[src/rtl/serializer_pkg.sv]
// Shared state encoding and default word width for the bit serializer.
package serializer_pkg;

    localparam int unsigned DEFAULT_WIDTH = 8;

    typedef enum logic [1:0] {
        IDLE   = 2'd0,
        SHIFT  = 2'd1,
        PARITY = 2'd2
    } state_e;

endpackage

[src/rtl/bit_serializer.sv]
// MSB-first parallel-to-serial converter with a valid/ready input handshake.
// Define BIT_SERIALIZER_PARITY_EN to append an even-parity bit after each word.
module bit_serializer
    import serializer_pkg::*;
#(
    parameter int unsigned WIDTH = DEFAULT_WIDTH
) (
    input  logic             clk,
    input  logic             rst,
    input  logic [WIDTH-1:0] in_data,
    input  logic             in_valid,
    output logic             in_ready,
    output logic             x,
    output logic             x_valid,
    output logic             busy
);

    localparam int unsigned CNT_W = $clog2(WIDTH);

    state_e             state_q, state_d;
    logic [WIDTH-1:0]   shreg_q, shreg_d;
    logic [CNT_W-1:0]   cnt_q, cnt_d;
    logic               x_q, x_d;
    logic               xv_q, xv_d;
    logic               last_cycle;
    logic               accept;
`ifdef BIT_SERIALIZER_PARITY_EN
    logic               par_q, par_d;
`endif

    // Final emitted cycle of a word is the only non-idle slot that can take a new word.
`ifdef BIT_SERIALIZER_PARITY_EN
    assign last_cycle = (state_q == PARITY);
`else
    assign last_cycle = (state_q == SHIFT) && (cnt_q == '0);
`endif

    assign in_ready = (state_q == IDLE) || last_cycle;
    assign accept   = in_valid && in_ready;
    assign x        = x_q;
    assign x_valid  = xv_q;
    assign busy     = (state_q != IDLE);

    always_comb begin
        state_d = state_q;
        shreg_d = shreg_q;
        cnt_d   = cnt_q;
        x_d     = 1'b0;
        xv_d    = 1'b0;
`ifdef BIT_SERIALIZER_PARITY_EN
        par_d   = par_q;
`endif
        if (accept) begin
            state_d = SHIFT;
            x_d     = in_data[WIDTH-1];
            xv_d    = 1'b1;
            shreg_d = {in_data[WIDTH-2:0], 1'b0};
            cnt_d   = CNT_W'(WIDTH - 1);
`ifdef BIT_SERIALIZER_PARITY_EN
            par_d   = ^in_data;
`endif
        end else begin
            case (state_q)
                IDLE: ;
                SHIFT: begin
                    if (cnt_q == '0) begin
`ifdef BIT_SERIALIZER_PARITY_EN
                        state_d = PARITY;
                        x_d     = par_q;
                        xv_d    = 1'b1;
`else
                        state_d = IDLE;
`endif
                    end else begin
                        // shreg holds the not-yet-emitted bits left-aligned
                        x_d     = shreg_q[WIDTH-1];
                        xv_d    = 1'b1;
                        shreg_d = shreg_q << 1;
                        cnt_d   = cnt_q - CNT_W'(1);
                    end
                end
                default: state_d = IDLE;
            endcase
        end
    end

    always_ff @(posedge clk or negedge rst) begin
        if (!rst) begin
            state_q <= IDLE;
            shreg_q <= '0;
            cnt_q   <= '0;
            x_q     <= 1'b0;
            xv_q    <= 1'b0;
`ifdef BIT_SERIALIZER_PARITY_EN
            par_q   <= 1'b0;
`endif
        end else begin
            state_q <= state_d;
            shreg_q <= shreg_d;
            cnt_q   <= cnt_d;
            x_q     <= x_d;
            xv_q    <= xv_d;
`ifdef BIT_SERIALIZER_PARITY_EN
            par_q   <= par_d;
`endif
        end
    end

endmodule

[config.mk]
export PLATFORM = sky130hd
export DESIGN_NAME = bit_serializer
export DESIGN_NICKNAME = d
export VERILOG_FILES = /design/src/rtl/serializer_pkg.sv /design/src/rtl/bit_serializer.sv
export SDC_FILE = /design/constraint.sdc
export NUM_CORES = 1
export LEC_CHECK = 0
export ABC_AREA = 0
export BUFFER_PORTS_ARGS = -buffer_cell sky130_fd_sc_hd__buf_2
export CORE_UTILIZATION = 44
export CTS_CLUSTER_DIAMETER = 120
export CTS_CLUSTER_SIZE = 16
export DETAILED_ROUTE_END_ITERATION = 10
export PLACE_DENSITY = 0.68
export REMOVE_ABC_BUFFERS = 1
export SYNTH_ARGS = -nofsm -noshare
export SYNTH_HDL_FRONTEND = slang
export SYNTH_SLANG_ARGS = --single-unit
export TNS_END_PERCENT = 10
[constraint.sdc]
create_clock -name clk -period 1.2 [get_ports clk]
set_input_delay 0.06 -clock clk [delete_from_list [all_inputs] [get_ports clk]]
set_output_delay 0.06 -clock clk [all_outputs]
set_load 0.01 [all_outputs]
==> flow_metrics.env <==
export IMPL_status="finished, violations left"
export IMPL_violations="setup timing"
export IMPL_grt_total_usage_pct=17.6
export IMPL_dp_hpwl_um=779
export IMPL_num_vias=464
export IMPL_antenna_found_initial=0
export IMPL_gp_congestion=0.696
export IMPL_hold_path_class="input pin to register"
export IMPL_dr_wl_met3_um=64
export IMPL_p_clk_share_pct=14.4
export IMPL_cp_max_fo=2
export IMPL_holdWs_ns=0.0359
export IMPL_top_layer="met4"
export IMPL_synth_ff_type="dfrtp_1"
export IMPL_synth_adder_area_share_pct=4.20
export IMPL_critPathCaptureType="output pin"
export IMPL_leakage_nw=0.399
export IMPL_syn_to_final_growth_pct=33.4
export IMPL_dr_pass1_iters=4
export IMPL_io_pins=15
export IMPL_avgViaCountPerCell=5.10
export IMPL_cpMaxStageDelayCell="dfrtp_1"
export IMPL_p_int_mw=1.21
export IMPL_dp_slack_ns=-0.194
export IMPL_cpPeakStageDelay_ns=0.38
export IMPL_synth_edff_count=0
export IMPL_routedWlPerCell_um=12.4
export IMPL_ant_nets=0
export IMPL_clock_root_buffer="clkbuf_4"
export IMPL_crit_arrival_ns=1.37
export IMPL_synthTopCellsByArea="dfrtp_1 55%, mux2i_1 12%, nand2_1 5.0%, o21ai_2 4.4%, ha_1 4.2%"
export IMPL_syn_area_um2=596
export IMPL_r2r_start="cnt_q[0]"
export IMPL_syn_mean_instance_area_um2=11.0
export IMPL_portBuffers=14
export IMPL_p_total_mw=1.85
export IMPL_drt_iter0_markers=6
export IMPL_fin_skew_ns=0.00291
export IMPL_wirelength_met1_um=514
export IMPL_synth_top_area_cell="dfrtp_1"
export IMPL_worst_pin_slew_ns=0.306
export IMPL_synth_seq_cells=13
export IMPL_min_path_cells=3
export IMPL_start_util_pct=50.2
export IMPL_p_sw_uw=640
export IMPL_power_density_nw_per_um2=2330
export IMPL_grt_pass1_wl_mm=1.74
export IMPL_nNetsFinal=91
export IMPL_finalSetupViolCount=14
export IMPL_synth_top_family_by_area="simple AND/OR/NAND/NOR gates"
export IMPL_overflow=0
export IMPL_insertion_delay_ns=0.27
export IMPL_hold_path_startpoint="in_data[0]"
export IMPL_crit_type="register to output pin"
export IMPL_grt_max_degree=14
export IMPL_crit_buf_inv=4
export IMPL_synthTopCellsByCount="13 x dfrtp_1, 8 x nand2_1, 7 x mux2i_1, 4 x inv_1, 4 x o21ai_0"
export IMPL_synth_compound_area_share_pct=10.3
export IMPL_core_um2=1190
export IMPL_seqPwrFrac_pct=37.0
export IMPL_netSwitchingFraction_pct=34.6
export IMPL_reg2reg_to="x_valid"
export IMPL_wl_met2_um=542
export IMPL_rsz0062_at_grt="yes"
export IMPL_ys_warn_count=0
export IMPL_fin_crit_ns=1.43
export IMPL_drv_cap=0
export IMPL_final_setup_worst_slack_ns=-0.231
export IMPL_hold_end="shreg_q[1]"
export IMPL_cts_sinks=13
export IMPL_startpoint_type="register"
export IMPL_clock_fmax_ghz=0.699
export IMPL_die_y_um=38.8
export IMPL_routed_wl_mm=1.13
export IMPL_dieArea_um2=1500
export IMPL_synth_cells=54
export IMPL_drcViolationCount=0
export IMPL_clk_path_buf_depth=2
export IMPL_p_comb_share_pct=48.6
export IMPL_fillCellCount=100
export IMPL_finalCritPeriodShare_pct=119
export IMPL_synth_xor_area_share_pct=0
export IMPL_grt_pass1_vias=407
export IMPL_row_count=12
export IMPL_final_core_util_pct=67.0
export IMPL_reg2regPathDepth=7
export IMPL_clkSlewWorstSetupHoldPaths_ns=0.08
export IMPL_synth_cell_types=15
export IMPL_final_area_um2=795
export IMPL_crit_family="flip-flops"
export IMPL_die_x_um=38.8
export IMPL_synth_async_reset_ratio_pct=100
export IMPL_synth_top_area_share_pct=54.6
export IMPL_dpl_instance_area_um2=697
export IMPL_cts_tree="built"
export IMPL_synthSimpleGateAreaFrac_pct=12.6
export IMPL_slew_viol_final=0
export IMPL_yosysMostFrequentCell="dfrtp_1"
export IMPL_diodes=0
export IMPL_cts_buffers_inserted=3
export IMPL_cp_required_ns=1.14
export IMPL_drive_above_1_share_pct=45.5
export IMPL_htree_num_levels=1
export IMPL_path_cells="inv_2, ha_4, ha_4, nor2b_4, buf_6, inv_2, buf_6"
export IMPL_regToRegSetupSlack_ns=-0.22
export IMPL_slew_headroom_pct=79.6
export IMPL_muxShareOfSynthArea_pct=11.8
export IMPL_yosysSeqAreaShare_pct=54.6
export IMPL_ir_worst_vdd_mv=1.19
export IMPL_hold_viol=0
## per-stage QoR
| stage | TNS (ns) | std cells |
|---|---|---|
| after floorplan | -2.28 | 51 |
| final | -2.21 | 91 |
| after global placement | -0.908 | 84 |
| after global routing | -2.77 | 91 |
| after CTS | -1.92 | 91 |
| after detailed placement | -2.05 | 84 |
## area by class of cell
class	count	area (um2)	area share, %
Clock buffer	4	26.3	3.31
Inverter	4	15.0	1.89
Multi-Input combinational cell	34	256	32.3
Sequential cell	13	325	40.9
Tap cell	14	17.5	2.20
Timing Repair Buffer	22	154	19.4
## logic make-up (layout without fill, tap and decap cells)
family	count (synthesis)	count (layout)
buffers and inverters	7	30
DFF	13	13
adders and majority gates	2	2
AOI/OAI and AO/OA	10	10
and+or+nand+nor	15	15
muxes	7	7
## power by group through the flow
stage                     Sequential (mW)  Clock (mW)  Combinational [mW]
after floorplan                     0.691           0               0.379
after global placement              0.680           0               0.651
after detailed placement            0.688           0               0.683
after CTS                           0.685       0.274               0.905
after global routing                0.702       0.297               0.989
final                               0.686       0.266               0.900
## placed cells by master (no fill, tap or decap)
master	synthesis	routed
o21ai_1	0	1
o21ai_0	4	3
nor3_1	3	3
mux2i_1	7	7
clkbuf_4	0	3
nor2b_4	1	1
dfrtp_1	13	13
nand2_1	8	8
buf_4	1	3
buf_2	1	13
nor2_1	1	1
dlygate4sd3_1	0	1
o21ai_2	3	3
clkbuf_1	0	1
a21oi_1	3	3
or2_2	2	2
inv_1	4	1
inv_2	0	3
buf_6	1	5
ha_4	0	2
## state kept, by name (all words and copies together) (netlist names)
register and count:
cnt_q 3, shreg_q 7, state_q 1, x 1
x_valid 1
## worst reg2reg max path, cell delays in order (launching register included)
cell,delay [ns]
dfrtp_1,0.41
inv_2,0.08
ha_4,0.14
ha_4,0.13
nor2b_4,0.04
buf_4,0.14
buf_6,0.11
or2_2,0.26
## what timing repair did
action | 4_1_cts | 5_1_grt
hold buffers | 1 | 0
buffers inserted | 2 | 0
setup endpoints to repair | 14 | 14
gates resized for setup | 13 | 0
endpoints found under the hold margin | 13 | 0
pin swaps | 2 | 2
## worst max path at each step
| stage | from | to | slack [ns] | cells past startpoint |
|---|---|---|---|---|
| final | cnt_q[0] | in_ready | -0.23 | 7 |
| after global placement | cnt_q[0] | cnt_q[0] | -0.11 | 7 |
| after global routing | cnt_q[0] | in_ready | -0.27 | 7 |
| after detailed placement | cnt_q[0] | cnt_q[0] | -0.19 | 7 |
| after CTS | cnt_q[0] | in_ready | -0.22 | 7 |
| after floorplan | cnt_q[0] | shreg_q[2] | -0.19 | 5 |
## routing by layer
metal	track usage, %	up-vias
met2	28.3	19
met1	21.6	219
met4	7.76	0
met5	0	-
li1	-	224
met3	5.20	2
(Power assumes the default switching activity.)
